===== src/rtl/obstacle_engine.sv =====
// Obstacle spawner, scroller and hero collision judge for the runner game.
// Two obstacle slots scroll left each enabled tick; first overlap latches game_over.
module obstacle_engine #(
   parameter int unsigned SPAWN_X  = 640,
   parameter int unsigned SPEED    = 2,
   parameter int unsigned HERO_X   = 64,
   parameter int unsigned HERO_W   = 40,
   parameter int unsigned HERO_H   = 32,
   parameter int unsigned OBS_W    = 20,
   parameter int unsigned OBS_H    = 40,
   parameter int unsigned GROUND_Y = 480,
   parameter int unsigned MIN_GAP  = 100
) (
   input  logic        clk_5ms,
   input  logic        reset_n,
   input  logic        enable,
   input  logic        restart,
   input  logic [31:0] y_hero,
   output logic [9:0]  obs0_x,
   output logic [9:0]  obs1_x,
   output logic        obs0_valid,
   output logic        obs1_valid,
   output logic [15:0] score,
   output logic        game_over
);

   typedef enum logic [1:0] {StIdle, StRun, StOver} state_e;

   localparam logic [10:0] HERO_L   = 11'(HERO_X);
   localparam logic [10:0] HERO_R   = 11'(HERO_X + HERO_W);
   localparam logic [10:0] OBS_W11  = 11'(OBS_W);
   localparam logic [9:0]  SPEED10  = 10'(SPEED);
   localparam logic [9:0]  SPAWN10  = 10'(SPAWN_X);
   localparam logic [7:0]  MIN_GAP8 = 8'(MIN_GAP);
   localparam logic [31:0] OBS_TOP  = 32'(GROUND_Y - OBS_H);
   localparam logic [31:0] HERO_H32 = 32'(HERO_H);
   localparam logic [7:0]  LFSR_SEED = 8'hA5;

   state_e            state_q, state_d;
   logic [1:0][9:0]   x_q, x_d;
   logic [1:0]        valid_q, valid_d;
   logic [1:0]        scored_q, scored_d;
   logic [15:0]       score_q, score_d;
   logic [7:0]        gap_q, gap_d;
   logic [7:0]        lfsr_q, lfsr_d;

   logic [1:0]        hit;
   logic              y_overlap;
   logic [1:0]        inc;
   logic [16:0]       score_sum;

   // Vertical overlap is deliberately a 32-bit compare; a wrapped sum means no overlap.
   assign y_overlap = (y_hero + HERO_H32) > OBS_TOP;

   always_comb begin
      state_d   = state_q;
      x_d       = x_q;
      valid_d   = valid_q;
      scored_d  = scored_q;
      score_d   = score_q;
      gap_d     = gap_q;
      lfsr_d    = lfsr_q;
      hit       = '0;
      inc       = '0;
      score_sum = '0;

      for (int i = 0; i < 2; i++) begin
         hit[i] = valid_q[i] && ({1'b0, x_q[i]} < HERO_R) &&
                  (({1'b0, x_q[i]} + OBS_W11) > HERO_L) && y_overlap;
      end

      unique case (state_q)
         StIdle: begin
            if (enable) begin
               state_d = StRun;
               gap_d   = MIN_GAP8;
            end
         end
         StRun: begin
            if (enable) begin
               lfsr_d = {lfsr_q[6:0], lfsr_q[7] ^ lfsr_q[5] ^ lfsr_q[4] ^ lfsr_q[3]};
               if (|hit) begin
                  state_d = StOver;
               end else begin
                  for (int i = 0; i < 2; i++) begin
                     if (valid_q[i]) begin
                        if (!scored_q[i] && (({1'b0, x_q[i]} + OBS_W11) <= HERO_L)) begin
                           scored_d[i] = 1'b1;
                           inc         = inc + 2'd1;
                        end
                        if (x_q[i] < SPEED10) valid_d[i] = 1'b0;
                        else                  x_d[i]     = x_q[i] - SPEED10;
                     end
                  end
                  score_sum = {1'b0, score_q} + {15'd0, inc};
                  score_d   = score_sum[16] ? 16'hFFFF : score_sum[15:0];

                  // Spawn sees slots already retired this tick, so the spawn wins.
                  if (gap_q != 8'd0) begin
                     gap_d = gap_q - 8'd1;
                  end else if (!valid_d[0] || !valid_d[1]) begin
                     if (!valid_d[0]) begin
                        x_d[0]      = SPAWN10;
                        valid_d[0]  = 1'b1;
                        scored_d[0] = 1'b0;
                     end else begin
                        x_d[1]      = SPAWN10;
                        valid_d[1]  = 1'b1;
                        scored_d[1] = 1'b0;
                     end
                     gap_d = MIN_GAP8 + {2'b00, lfsr_q[5:0]};
                  end
               end
            end
         end
         StOver: begin
            if (restart) begin
               state_d  = StIdle;
               x_d      = '0;
               valid_d  = '0;
               scored_d = '0;
               score_d  = '0;
               gap_d    = '0;
            end
         end
         default: state_d = StIdle;
      endcase
   end

   always_ff @(posedge clk_5ms or negedge reset_n) begin
      if (!reset_n) begin
         state_q  <= StIdle;
         x_q      <= '0;
         valid_q  <= '0;
         scored_q <= '0;
         score_q  <= '0;
         gap_q    <= '0;
         lfsr_q   <= LFSR_SEED;
      end else begin
         state_q  <= state_d;
         x_q      <= x_d;
         valid_q  <= valid_d;
         scored_q <= scored_d;
         score_q  <= score_d;
         gap_q    <= gap_d;
         lfsr_q   <= lfsr_d;
      end
   end

   assign obs0_x     = x_q[0];
   assign obs1_x     = x_q[1];
   assign obs0_valid = valid_q[0];
   assign obs1_valid = valid_q[1];
   assign score      = score_q;
   assign game_over  = (state_q == StOver);

endmodule


===== config.mk =====
export PLATFORM = sky130hd
export DESIGN_NAME = obstacle_engine
export DESIGN_NICKNAME = d
export VERILOG_FILES = /design/src/rtl/obstacle_engine.sv
export SDC_FILE = /design/constraint.sdc
export NUM_CORES = 1
export LEC_CHECK = 0
export ABC_CLOCK_PERIOD_IN_PS = 6020
export BUFFER_PORTS_ARGS = -buffer_cell sky130_fd_sc_hd__buf_2
export CORE_ASPECT_RATIO = 0.7
export CORE_MARGIN = 2
export CORE_UTILIZATION = 30
export CTS_CLUSTER_SIZE = 10
export DETAILED_ROUTE_END_ITERATION = 7
export GPL_ROUTABILITY_DRIVEN = 0
export PLACE_DENSITY_LB_ADDON = 0.15
export RECOVER_POWER = 25
export SLEW_MARGIN = 20
export SYNTH_ARGS = -nofsm -noshare
export SYNTH_HDL_FRONTEND = slang
export SYNTH_SLANG_ARGS = --single-unit

===== constraint.sdc =====
create_clock -name clk_5ms -period 6.02 [get_ports clk_5ms]
set_input_delay 1.204 -clock clk_5ms [delete_from_list [all_inputs] [get_ports clk_5ms]]
set_output_delay 1.204 -clock clk_5ms [all_outputs]
set_load 0.005 [all_outputs]

# After elaboration in Yosys (flattened, before gate mapping)
# Cells that the tools add are included.
# Widths: inputs -> output; s select.
dict set report op_classes {
  add_sub_neg 9
  n_lt_le_gt_ge 9
  n_eq_ne 8
  n_mux 66
  bitwise 3
  n_reduce_logical 22
}
# op count
set ops {}
lappend ops {{$mux 20} 5}
lappend ops {{$mux 16} 4}
lappend ops {{$mux 10} 6}
lappend ops {{$mux 8} 6}
lappend ops {{$mux 2} 20}
lappend ops {{$pmux 20 s2} 1}
lappend ops {{$add 32x6->32 const B} 1}
lappend ops {{$gt 32x9->1 const B} 1}
lappend ops {{$pmux 16 s2} 1}
lappend ops {{$pmux 8 s3} 1}
lappend ops {{$add 10x5->11 const B} 2}
lappend ops {{$gt 11x7->1 const B} 2}
lappend ops {{$le 11x7->1 const B} 2}
lappend ops {{$lt 10x2->1 const B} 2}
lappend ops {{$lt 10x7->1 const B} 2}
lappend ops {{$sub 10x2->10 const B} 2}
lappend ops {{$mux 1} 19}
lappend ops {{$add 16x2->17} 1}
lappend ops {{$ne 2x2->1 const B} 5}
lappend ops {{$add 7x6->8 const A} 1}
lappend ops {{$logic_and 1x1->1} 8}
lappend ops {{$pmux 2 s2} 2}
lappend ops {{$reduce_and 4->1} 2}
lappend ops {{$reduce_bool 8->1} 1}
lappend ops {{other kinds (15)} 20}
dict set report totals {
  reg_bits 58
  input_bits 36
  out_inout_bits 39
  elab_cells 125
}

# Depth between registers and ports, before layout
dict set report depth {
  word_depth 19
  mapped_depth 18
  mapped_depth_nobuf 18
}

# Worst setup path after synthesis
# No wires, ideal clock.
dict set report synth_timing {
  path_type {input port to flip-flop}
  startpoint {input y_hero[5]}
  endpoint {register score_q[5] (netlist: score[5])}
  setup_ns 0.121
  arrival_ns 3.366
  required_time_ns 5.899
  slack_ns 2.533
  stages 11
  path_buffers 1
  path_cell_list {ha_1 nand3_2 or4_4 or3_1 nand3_1 nor4_2 a311o_2 nand2_4 buf_6 a21oi_1 o22a_1}
}
dict set report synth_via {
  elab_chain_len 6
  elab_cells_between_ends 7
}
# element line_no
set synth_lines {}
lappend synth_lines {{from (decl)} 18} ;# input logic [31:0] y_hero,
lappend synth_lines {{$add 32x6->32 (*)} 53} ;# assign y_overlap = (y_hero + HERO_H32) > OBS_TOP;
lappend synth_lines {{$gt 32x9->1 (*)} 53}
lappend synth_lines {{$logic_and 1x1->1} 69} ;# (({1'b0, x_q[i]} + OBS_W11) > HERO_L) && y_overlap;
lappend synth_lines {{$reduce_or 2->1 (*)} 82} ;# if (|hit) begin
lappend synth_lines {{$ne 2x2->1 (no line) (*)} n/a}
lappend synth_lines {{$reduce_and 4->1 (no line) (*)} n/a}
lappend synth_lines {{to (signal assigned)} 144} ;# score_q <= score_d;
lappend synth_lines {{to (decl)} 43} ;# logic [15:0] score_q, score_d;
# Every way passes the cells marked *; elsewhere a longest branch is shown, timed or not.
# A chain may end at the register's enable or synchronous reset.

# Final worst setup path
dict set report layout_timing {
  startpoint {register x_q, in the netlist obs0_x[7]}
  endpoint {register score_q[4] (netlist: score[4])}
}
dict set report layout_via {
  elab_chain_len 19
  elab_cells_between_ends 27
}
# element line_no
set layout_lines {}
lappend layout_lines {{from (decl)} 40} ;# logic [1:0][9:0] x_q, x_d;
lappend layout_lines {{from (signal assigned)} 133} ;# x_q <= '0;
lappend layout_lines {{from (signal assigned)} 141} ;# x_q <= x_d;
lappend layout_lines {{$add 10x5->11} {69, 87}}
lappend layout_lines {{$le 11x7->1} 87} ;# if (!scored_q[i] && (({1'b0, x_q[i]} + OBS_W11) <= HERO_L)) begin
lappend layout_lines {{$logic_and 1x1->1} 87}
lappend layout_lines {{$mux 1} 87}
lappend layout_lines {{$mux 1} 86} ;# if (valid_q[i]) begin
lappend layout_lines {{$mux 2} 82}
lappend layout_lines {{$mux 2} 80} ;# if (enable) begin
lappend layout_lines {{$mux 2} 72} ;# unique case (state_q)
lappend layout_lines {{(+3 left out)} n/a}
lappend layout_lines {{$mux 2} 82}
lappend layout_lines {{$mux 2} 80}
lappend layout_lines {{$mux 2} 72}
lappend layout_lines {{$add 16x2->17} 95} ;# score_sum = {1'b0, score_q} + {15'd0, inc};
lappend layout_lines {{$mux 16} 96} ;# score_d = score_sum[16] ? 16'hFFFF : score_sum[15:0];
lappend layout_lines {{$mux 16} 82}
lappend layout_lines {{$mux 16} 80}
lappend layout_lines {{$pmux 16 s2} 72}
# Several ways; a longest one is shown, not always the timed one. The select of a mux whose other input is x is not followed.

==> results.sh <==
export IMPL_outcome="finished, violations left"
export IMPL_violations="capacitance limit, slew limit"
export IMPL_numCtsBuffers=5
export IMPL_root_buffer="clkbuf_16"
export IMPL_finalSetupTns_ns=0
export IMPL_final_area_mm2=0.00472
export IMPL_hold_class="reg2reg"
export IMPL_power_total_w=0.00159
export IMPL_chipHeight_um=102
export IMPL_critical_path_slowest_cell="nand4_1"
export IMPL_place_area_mm2=0.00459
export IMPL_pin_count=75
export IMPL_critPathRequiredTime_ns=6.25
export IMPL_netlist_instances=493
export IMPL_finalCritPeriodShare=0.705
export IMPL_synth_flop_cell="dfrtp_1"
export IMPL_clock_sinks=56
export IMPL_ys_seq_elements=56
export IMPL_cp_max_fo=12
export IMPL_rsz0062_at_grt="false"
export IMPL_die_area_mm2=0.0147
export IMPL_crit_end="score[4]"
export IMPL_post_cts_buffers=0
export IMPL_worstSkewPairLatency_ns=0.29
export IMPL_grt_pass1_wl_um=18100
export IMPL_drc=0
export IMPL_synth_adder_area_share=0.0383
export IMPL_peakVddDrop_v=0.000152
export IMPL_drive_gt1_frac=0.192
export IMPL_grt_usage=0.153
export IMPL_cts_buffer_depth=2
export IMPL_drt_iter0_drc=238
export IMPL_fin_crit_ns=4.24
export IMPL_setup_viol=0
export IMPL_path_class="reg2reg"
export IMPL_cp_startpoint="obs0_x[7]"
export IMPL_wl_um=11000
export IMPL_viasPerCell=5.34
export IMPL_r2r_end="score[4]"
export IMPL_slew_violations=57
export IMPL_grt_max_degree=71
export IMPL_ys_seq_area_frac=0.342
export IMPL_postLayoutCoreUtil=0.356
export IMPL_grt_pass1_vias=3540
export IMPL_cts_clk_slew_worst_paths_ns=0.07
export IMPL_postCtsResizedCells=0
export IMPL_synthSimpleGateAreaFrac=0.275
export IMPL_syn_area_mm2=0.00411
export IMPL_ys_warn_count=0
export IMPL_critPathLaunchType="register"
export IMPL_synth_compound_area_frac=0.249
export IMPL_wire_per_inst_um=14.9
export IMPL_reg2reg_slack_ns=1.78
export IMPL_power_leakage_nw=1.96
export IMPL_async_flop_share=1.00
export IMPL_avgSynthCellArea_um2=8.34
export IMPL_dp_hpwl_um=8060
export IMPL_fmax_mhz=236
export IMPL_grt_overflow=0
export IMPL_htree_levels=2
export IMPL_rows=35
export IMPL_cap_violations=1
export IMPL_arrival_ns=4.48
export IMPL_synth_mux_area_frac=0.0216
export IMPL_n_antenna_cell=0
export IMPL_initial_core_util=0.310
export IMPL_fin_worst_skew_ns=0.00997
export IMPL_port_buffer_count=72
export IMPL_nNetsFinal=598
export IMPL_worstMarginPinSlew_ns=3.17
export IMPL_r2r_cells=15
export IMPL_synth_edf_count=0
export IMPL_max_stage_delay_ns=0.51
export IMPL_syn_to_final_growth_pct=14.8
export IMPL_slew_headroom=-1.11
export IMPL_hold_buffers=0
export IMPL_critical_path_cell_chain="nor3_1 -> nand4_1 -> nor2_1 -> ha_1 -> nand2_1 -> o31ai_1 -> ha_1 -> inv_1 -> fa_1 -> nor2b_1 -> nand3_1 -> nor2_1 -> nand4_1 -> a41oi_1 -> o22a_1"
export IMPL_synth_top_family_by_area="simple AND/OR/NAND/NOR gates"
export IMPL_post_synth_xor_area_fraction=0.0192
export IMPL_powerDensity_mw_per_mm2=337
export IMPL_r2r_start="obs0_x[7]"
export IMPL_cts_tree="done"
export IMPL_worstSetupEndpointType="register"
export IMPL_hold_viol=0
export IMPL_dr_total_vias=3931
export IMPL_synth_distinct_cells=70
export IMPL_core_area_mm2=0.0133
export IMPL_ant_nets=0
export IMPL_antenna_found_initial=0
export IMPL_die_w_um=144
export IMPL_first_pass_iters=5
cells by family (layout without fill, tap and decap cells):
group | Yosys count | count (layout)
xor+xnor | 9 | 9
compound gates | 150 | 150
flops | 56 | 56
fa+ha+maj | 12 | 12
mux | 8 | 8
simple gates | 209 | 209
buf+inv | 48 | 105
other cells | 1 | 2
worst max-delay path: cells and delay by family (launching register included):
| family | cells | cell delay [ns] |
|---|---|---|
| buffers and inverters | 1 | 0.05 |
| flip-flops | 1 | 0.44 |
| AO/OA/AOI/OAI | 3 | 0.67 |
| adder cells (fa/ha/maj) | 3 | 0.73 |
| AND/OR/NAND/NOR | 8 | 2.30 |
per-stage QoR:
step,instances,hold slack (ns),setup slack (ns)
floorplan,494,0.446,2.53
global placement,728,0.466,1.83
detailed placement,728,0.479,1.71
CTS,736,0.496,1.84
global route,736,0.534,1.29
finish,736,0.487,1.78
cells in the final DEF (no fill, tap or decap), drive strengths merged, types with 12 or more instances in the layout:
master and n:
nor2 54, nor3 20, dfrtp 52, o22a 19
a31oi 12, a21oi 24, o21ai 39, nand2 32
nor4 15, inv 22, nand3 26, buf 73
cell type report:
class                   count  area, um2
well taps                 185        231
multi-input cells         390       2490
inverters                  23       86.3
flip-flops and latches     56       1410
repair buffers             74        372
fillers                  1380       8550
clock inverters             1       5.00
clock buffers               7        133
worst min path at each step:
stage                            from           to  slack [ns]  cells past startpoint
after CTS                   lfsr_q[6]    lfsr_q[6]        0.50                      2
after global routing      scored_q[1]  scored_q[1]        0.53                      1
after floorplan             lfsr_q[6]    lfsr_q[6]        0.45                      2
after detailed placement    lfsr_q[6]    lfsr_q[6]        0.48                      2
after global placement      lfsr_q[6]    lfsr_q[6]        0.47                      2
final                       lfsr_q[6]    lfsr_q[6]        0.49                      2
sequential cells by signal (all words and copies together), names as in the netlist:
register and cells:
lfsr_q 8, obs1_x 9, valid_q 2, scored_q 2
state_q 2, obs0_x 9, score 16, gap_q 8
power breakdown:
part           internal (W)  switching [W]  total (W)  leakage (nW)
logic              0.000271       0.000442   0.000713          1.15
registers          0.000465       0.000123   0.000588         0.737
clock network      0.000154       0.000134   0.000288        0.0679
total              0.000890       0.000699    0.00159          1.96
metal layers:
layer / part of all wire / routed length, um / global-route usage
met1: 0.54 / 5890 / 0.245
met2: 0.40 / 4350 / 0.211
met3: 0.063 / 688 / 0.0291
met4: 0.0059 / 65 / 0.0309
met5: 0 / 0 / 0
cell usage after synthesis, drive strengths merged (3+ instances only):
cell type   n  area, um2
a211o       3       26.3
and3       10       62.6
nor2b       5       31.3
dfstp       4        105
nor4       15        121
or3         4       25.0
dfrtp      52       1300
nand4      10       77.6
or2         4       25.0
nand2b      4       25.0
o21a        3       22.5
nand2      32        128
o41ai       3       33.8
nor3       20        100
or4         5       41.3
buf        12       86.3
o21ai      39        195
nor3b       5       37.5
a21o        3       22.5
o31ai      11       82.6
o22ai       3       18.8
o211ai      4       30.0
a211oi      6       50.1
o22a       19        166
nand3      26        140
o2bb2ai     3       26.3
clkbuf     13       48.8
mux2        7       78.8
a31oi      12       75.1
xnor2       8       70.1
a41oi       3       26.3
nor2       54        203
inv        22       82.6
and2        7       43.8
a21oi      24        120
ha         11        138
(Power assumes the default switching activity.)
